## config.mk

```make
export PLATFORM = sky130hd
export DESIGN_NAME = sum_reader
export DESIGN_NICKNAME = d
export VERILOG_FILES = /design/src/rtl/sum_reader.sv
export SDC_FILE = /design/constraint.sdc
export NUM_CORES = 1
export LEC_CHECK = 0
export ABC_CLOCK_PERIOD_IN_PS = 5500
export CORE_MARGIN = 2
export CORE_UTILIZATION = 48
export CTS_BUF_LIST = sky130_fd_sc_hd__clkbuf_16
export CTS_CLUSTER_DIAMETER = 30
export DETAILED_ROUTE_END_ITERATION = 6
export GPL_TIMING_DRIVEN = 0
export HOLD_SLACK_MARGIN = 0.08
export PLACE_DENSITY = 0.85
export SLEW_MARGIN = 0
export SYNTH_ARGS = -nofsm -noshare
export SYNTH_HDL_FRONTEND = slang
export SYNTH_SLANG_ARGS = --single-unit
```

## constraint.sdc

```tcl
create_clock -name clk -period 5.5 [get_ports clk]
set_input_delay 0.55 -clock clk [delete_from_list [all_inputs] [get_ports clk]]
set_output_delay 0.55 -clock clk [all_outputs]
set_load 0.1 [all_outputs]
```

## src/rtl/sum_reader.sv

```systemverilog
// sum_reader: streams a finished result vector out of the sum memory over a valid/ready port.
// Optional running checksum output enabled by defining SUM_READER_CHECKSUM_EN.
//
// state   | meaning
// --------+-----------------------------------------------------------
// IDLE    | waiting for start; len sampled here
// FETCH   | read strobe issued for element idx
// CAPTURE | memory data registered into out_data
// SEND    | element presented; holds until out_ready
// DONE    | one-cycle completion pulse, idx cleared
module sum_reader #(
    parameter int DATA_W = 32,
    parameter int IDX_W  = 8
) (
    input  logic              clk,
    input  logic              reset_n,
    input  logic              start,
    input  logic [IDX_W-1:0]  len,
    output logic              rd_en,
    output logic [IDX_W-1:0]  rd_idx,
    input  logic [DATA_W-1:0] rd_data,
    output logic              out_valid,
    input  logic              out_ready,
    output logic [DATA_W-1:0] out_data,
    output logic              out_last,
    output logic              busy,
    output logic              done
`ifdef SUM_READER_CHECKSUM_EN
    ,
    output logic [DATA_W-1:0] checksum
`endif
);

    typedef enum logic [2:0] {
        S_IDLE,
        S_FETCH,
        S_CAPTURE,
        S_SEND,
        S_DONE
    } state_t;

    state_t            state;
    state_t            state_nxt;
    logic [IDX_W-1:0]  idx;
    logic [IDX_W-1:0]  len_q;
    logic [DATA_W-1:0] data_q;
    logic              is_last;

    // idx never reaches len_q in SEND, so the decrement cannot underflow in use
    assign is_last  = (idx == (len_q - IDX_W'(1)));
    assign rd_idx   = rd_en ? idx : '0;
    assign out_data = data_q;

    always_ff @(posedge clk or negedge reset_n) begin
        if (!reset_n) begin
            state <= S_IDLE;
        end else begin
            state <= state_nxt;
        end
    end

    always_comb begin
        state_nxt = state;
        rd_en     = 1'b0;
        out_valid = 1'b0;
        out_last  = 1'b0;
        done      = 1'b0;
        busy      = (state != S_IDLE);
        case (state)
            S_IDLE: begin
                if (start) begin
                    state_nxt = (len == '0) ? S_DONE : S_FETCH;
                end
            end
            S_FETCH: begin
                rd_en     = 1'b1;
                state_nxt = S_CAPTURE;
            end
            S_CAPTURE: begin
                state_nxt = S_SEND;
            end
            S_SEND: begin
                out_valid = 1'b1;
                out_last  = is_last;
                if (out_ready) begin
                    state_nxt = is_last ? S_DONE : S_FETCH;
                end
            end
            S_DONE: begin
                done      = 1'b1;
                state_nxt = S_IDLE;
            end
            default: begin
                state_nxt = S_IDLE;
            end
        endcase
    end

    always_ff @(posedge clk or negedge reset_n) begin
        if (!reset_n) begin
            idx    <= '0;
            len_q  <= '0;
            data_q <= '0;
        end else begin
            case (state)
                S_IDLE: begin
                    if (start) begin
                        len_q <= len;
                        idx   <= '0;
                    end
                end
                S_CAPTURE: begin
                    data_q <= rd_data;
                end
                S_SEND: begin
                    if (out_ready && !is_last) begin
                        idx <= idx + IDX_W'(1);
                    end
                end
                S_DONE: begin
                    idx <= '0;
                end
                default: begin
                end
            endcase
        end
    end

`ifdef SUM_READER_CHECKSUM_EN
    logic [DATA_W-1:0] checksum_q;

    assign checksum = checksum_q;

    // wraps modulo 2^DATA_W; holds after DONE until the next honoured start
    always_ff @(posedge clk or negedge reset_n) begin
        if (!reset_n) begin
            checksum_q <= '0;
        end else if (state == S_IDLE && start) begin
            checksum_q <= '0;
        end else if (out_valid && out_ready) begin
            checksum_q <= checksum_q + out_data;
        end
    end
`endif

endmodule

```

==> key figures, run 1 <==
Status
  – Outcome: complete, no violations

Timing
  – Final setup fails: 0
  – Slew Limit Fails: 0
  – Final WS setup: 1060 ps
  – FMAX: 0.225 GHz
  – Tightest Pin Transition: 1020 ps
  – Slew HR: 32.0%
  – Setup TNS: 0 ps
  – RSZ-0062 raised after global routing: no
  – Tcrit/Tclk final: 80.7%
  – Tmin final: 4440 ps
  – Final Hold Fails: 0
  – Clock skew: 4.69 ps

Synthesis
  – Post-Synth XOR/XNOR Area: 3.54%
  – Net Count, Synth: 252
  – Post-Synth Simple-Gate Area: 14.4%
  – Asr flop ratio synth: 100%
  – Yosys warning total: 0
  – Synth cell count leaders: dfrtp_1, mux2_2, nor2_1, and2_1
  – Register area share after synthesis: 51.6%
  – Post-Syn Instances: 206
  – Synth area leaders: dfrtp_1, mux2_2, xnor2_1
  – Synth Area in Compound Gates: 7.79%
  – Count leader, synth: dfrtp_1
  – Mux contribution to synthesized area: 18.8%
  – Top FF cell, synth: dfrtp_1
  – Mapped cell area: 2470 µm²
  – Post-synth top area cell: dfrtp_1
  – Post-synth EDFFs: 0
  – Synthesized flop and latch total: 51
  – Post-Synth Adder-Cell Area: 1.01%
  – Largest family of logic cells by synthesized area: multiplexers
  – Synth top area share: 51.6%
  – Mapped Avg Cell Area: 12.0 µm²
  – Synth unique cells: 43

Floorplanning
  – Rows: 26
  – Core area: 5040 µm²
  – Die W: 75.8 µm
  – Starting Density: 49.1%
  – Die area: 5740 µm²
  – I/O pin total: 89
  – Die H: 75.8 µm

Layout
  – Area delta synth->final: 45.4%
  – Fillers: 372
  – Share of cells above drive strength 1: 19.1%
  – Nets: 348
  – Ant diodes: 0

GRT
  – Tot GR Track Use: 22.6%
  – Global-route wire length before repair: 9600 µm
  – Initial antenna violation count: 0
  – Largest net degree at the start of global routing: 32
  – Vias in the first global route: 2046
  – Grt total ovfl: 0

Critical path
  – Required @ worst endpoint: 4950 ps
  – Cell Chain, Critical Path: inv_1, ha_1, or3b_4, or4_4, a2111oi_4, nand2_1, nor4_1, clkdlybuf4s50_1
  – CP endpoint kind: output pin
  – Critical path class: flip-flop to output pin
  – CP max-delay cell: clkdlybuf4s50_1
  – Worst EP arrival: 3890 ps
  – CP max stage delay: 1220 ps
  – CP max FO: 4
  – Setup crit start kind: flip-flop

CTS
  – Post-CTS Hold Fix Bufs: 0
  – Post_cts resized: 0
  – Later-pin clock latency in the skew report: 280 ps
  – # H-tree levels: 2
  – Setup bufs post-CTS: 0
  – Reg clk slew, reported paths: 70 ps
  – CTS root buffer: clkbuf_16
  – Maximum clock insertion buffer count: 2
  – TritonCTS clock tree: done
  – CTS buffer count: 5
  – Clock Sinks: 51

Worst hold path
  – Hold Path Class: input port to async pin

Drt
  – Drt first pass iters: 4
  – WL per Instance: 15.8 µm
  – DRT iter0 DRCs: 65
  – Antenna Violating Nets Remaining: 0
  – Final WL: 5890 µm
  – DRC violations left: 0
  – DR vias: 1955
  – DR vias/cell: 5.24

Placement
  – Post-DP HPWL: 4480 µm
  – IO buf count: 88
  – Dpl ws: 1380 ps
  – GPL Wtd Cong: 0.832

Job
  – Max_cap viols: 0
path summary, 6_finish.rpt:
kind | endpoint | slack [ps] | cells past startpoint | start
hold / removal | len_q[7] | 240 | 1 | reset_n
setup / recovery | out_last | 1060 | 8 | len_q[0]
setup reg to reg | idx[2] | 2590 | 9 | len_q[0]
max in group asynchronous | out_data[30] | 4720 | 2 | reset_n
hold reg to reg | out_data[24] | 510 | 1 | out_data[24]
min in group clk | out_data[24] | 510 | 1 | out_data[24]
cells by family after synthesis:
kind of cell,count (synthesis)
simple gates,62
flops,51
mux,41
compound gates,23
buf+inv,17
xor+xnor,10
fa+ha+maj,2
state kept, by name, summed over array words and instances, names as in the netlist:
signal and flops:
state 3, idx 8, len_q 8, out_data 32
cell type report:
type,instances,area [µm²],area share [%]
inverters,9,33.8,0.939
flip-flops and latches,51,1280,35.5
clock inverters,3,15.0,0.417
well taps,70,87.6,2.43
repair buffers,89,896,24.9
multi-input cells,138,1130,31.3
plain buffers,8,37.5,1.04
clock buffers,5,125,3.48
placed cells by master (no fill, tap or decap), types with 2 or more instances in the layout:
| cell | n |
|---|---|
| clkbuf_1 | 7 |
| nand3_1 | 6 |
| nor3_1 | 5 |
| and3_1 | 2 |
| a21oi_1 | 5 |
| clkdlybuf4s50_1 | 87 |
| nor2_1 | 13 |
| or4_1 | 2 |
| a21o_1 | 4 |
| mux2_2 | 40 |
| nand2_1 | 8 |
| inv_1 | 9 |
| nor3b_1 | 2 |
| xnor2_1 | 9 |
| o21ai_0 | 3 |
| and2_1 | 10 |
| dfrtp_1 | 51 |
| ha_1 | 2 |
| nor4_1 | 3 |
| clkbuf_16 | 5 |
| clkinv_2 | 3 |
metal layers:
layer | vias up | part of all wire, % | wire length [µm] | GRT usage [%]
met1 | 953 | 40 | 2340 | 25.4
met3 | 7 | 8.3 | 491 | 8.86
met4 | 0 | 1.1 | 65 | 4.87
met2 | 73 | 51 | 3000 | 40.3
met5 | - | 0 | 0 | 0
li1 | 922 | - | - | -
worst max-delay path, delay by kind of cell, from the launching register on:
family | cells | cell delay, ps
AND/OR/NAND/NOR | 4 | 1260
adder cells (fa/ha/maj) | 1 | 180
AO/OA/AOI/OAI | 1 | 400
buffers and inverters | 2 | 1330
flip-flops | 1 | 430
through the flow:
step	cell area [µm²]	utilization (%)	hold slack [ps]	std cells
floorplan	2470	-	254	206
global placement	3440	68.3	489	364
detailed placement	3460	68.6	495	365
CTS	3600	71.3	249	373
global route	3600	71.3	272	373
finish	3600	71.3	236	373
Power of run 1 is not shown: default switching activity piles up to over one toggle a cycle in this logic, so the estimate is an artifact.
==> inputs of run 2 (changes only) <==
--- a/config.mk
+++ b/config.mk
@@ -5,15 +5,15 @@
 export SDC_FILE = /design/constraint.sdc
 export NUM_CORES = 1
 export LEC_CHECK = 0
-export ABC_CLOCK_PERIOD_IN_PS = 5500
+export ABC_CLOCK_PERIOD_IN_PS = 4200
 export CORE_MARGIN = 2
-export CORE_UTILIZATION = 48
+export CORE_UTILIZATION = 45
 export CTS_BUF_LIST = sky130_fd_sc_hd__clkbuf_16
 export CTS_CLUSTER_DIAMETER = 30
 export DETAILED_ROUTE_END_ITERATION = 6
 export GPL_TIMING_DRIVEN = 0
 export HOLD_SLACK_MARGIN = 0.08
-export PLACE_DENSITY = 0.85
+export PLACE_DENSITY = 0.8
 export SLEW_MARGIN = 0
 export SYNTH_ARGS = -nofsm -noshare
 export SYNTH_HDL_FRONTEND = slang
==> constraint.sdc (replaced) <==
create_clock -name clk -period 4.2 [get_ports clk]
set_input_delay 0.42 -clock clk [delete_from_list [all_inputs] [get_ports clk]]
set_output_delay 0.42 -clock clk [all_outputs]
set_load 0.1 [all_outputs]
==> run 2 against run 1 <==
Compared with the run above: register-to-register slack lost 1200 ps; flip-flop and latch count stayed put; cell count unchanged.
==> key figures, run 2 (same netlist as run 1, synthesis figures left out) <==
Status
  – Outcome: complete, no violations

Timing
  – Tightest Pin Transition: 1050 ps
  – FMAX: 0.269 GHz
  – Slew Limit Fails: 0
  – Tmin final: 3720 ps
  – Clock skew: 7.31 ps
  – Tcrit/Tclk final: 88.6%
  – Final setup fails: 0
  – Final Hold Fails: 0
  – Slew HR: 29.7%
  – Setup TNS: 0 ps
  – RSZ-0062 raised after global routing: no

CTS
  – Later-pin clock latency in the skew report: 290 ps
  – TritonCTS clock tree: done
  – Reg clk slew, reported paths: 70 ps
  – # H-tree levels: 2
  – CTS root buffer: clkbuf_16
  – CTS buffer count: 5
  – Maximum clock insertion buffer count: 2
  – Clock Sinks: 51

Layout
  – Area delta synth->final: 47.2%
  – Max FFs per register: 32
  – Nets: 348
  – Most frequent cells in the layout: clkdlybuf4s50_1, dfrtp_1, mux2_2, nor2_1, and2_1
  – Share of cells above drive strength 1: 19.8%
  – Ant diodes: 0
  – Commonest non-fill, non-tap cell in the layout: clkdlybuf4s50_1

GRT
  – Global-route wire length before repair: 9830 µm
  – Initial antenna violation count: 0
  – Tot GR Track Use: 20.6%
  – Grt total ovfl: 0
  – Vias in the first global route: 2070
  – Largest net degree at the start of global routing: 27

Critical path
  – CP max-delay cell: dlymetal6s2s_1
  – Worst EP arrival: 3300 ps
  – CP endpoint kind: output pin
  – Setup crit start kind: flip-flop
  – Critical path class: flip-flop to output pin
  – CP max stage delay: 780 ps
  – CP max FO: 4
  – Required @ worst endpoint: 3780 ps
  – Cell Chain, Critical Path: inv_1, ha_1, or3b_4, or4_4, a2111oi_4, nand2_1, nor4_2, dlymetal6s2s_1
  – CP bufs+invs: 2
  – CP top delay family: simple AND/OR/NAND/NOR gates

Drt
  – DRT iter0 DRCs: 54
  – DR vias: 1965
  – Drt first pass iters: 4
  – DR vias/cell: 5.27
  – DRC violations left: 0
  – Antenna Violating Nets Remaining: 0
  – Final WL: 5940 µm
  – WL per Instance: 15.9 µm

Floorplanning
  – Starting Density: 47.5%
  – Rows: 26
  – I/O pin total: 89
  – Core area: 5200 µm²
  – Die H: 78.1 µm
  – Die W: 78.1 µm
  – Die area: 6110 µm²

Placement
  – GPL Wtd Cong: 0.805
  – Post-DP HPWL: 4500 µm
  – IO buf count: 88

Job
  – Max_cap viols: 0

Worst hold path
  – Hold Path Class: input port to async pin
run 2: through the flow:
step,instances,util (%),instance area [µm²],setup slack [ps],hold slack [ps]
floorplan,206,-,2480,195,124
global placement,364,66.3,3450,398,488
detailed placement,365,66.6,3470,377,479
CTS,373,69.9,3640,63.5,171
global route,373,70.0,3640,354,198
finish,373,70.0,3640,478,142
run 2: metal layers:
layer	vias up	wire length (µm)	global-route usage (%)
met5	-	0	0
met1	953	2380	25.3
met4	0	60	5.09
met3	6	596	8.97
met2	77	2910	33.5
li1	929	-	-
run 2: final timing paths:
check	startpoint	end	slack, ps	depth (start not counted)
min in group clk	out_data[15]	out_data[15]	510	1
worst max register to register	len_q[0]	idx[2]	1350	9
worst min-delay path	reset_n	idx[5]	140	1
worst max-delay path	len_q[0]	out_last	480	8
worst min register to register	out_data[15]	out_data[15]	510	1
max in group asynchronous	reset_n	out_data[10]	3510	2
run 2: layout make-up:
class                           instances  area (µm²)
Inverter                                9        33.8
Clock buffer                            5         125
Clock inverter                          3        46.3
Buffer                                  8        37.5
Tap cell                               70        87.6
Multi-Input combinational cell        138        1140
Timing Repair Buffer                   89         898
Fill cell                             401        1560
Sequential cell                        51        1280
run 2: what timing repair did:
item | 4_1_cts | 5_1_grt
setup endpoints to repair | 0 | 1
hold buffers | 0 | 0
setup buffers | 0 | 0
gates resized for setup | 0 | 1
Power of run 2 is left out for the same reason.
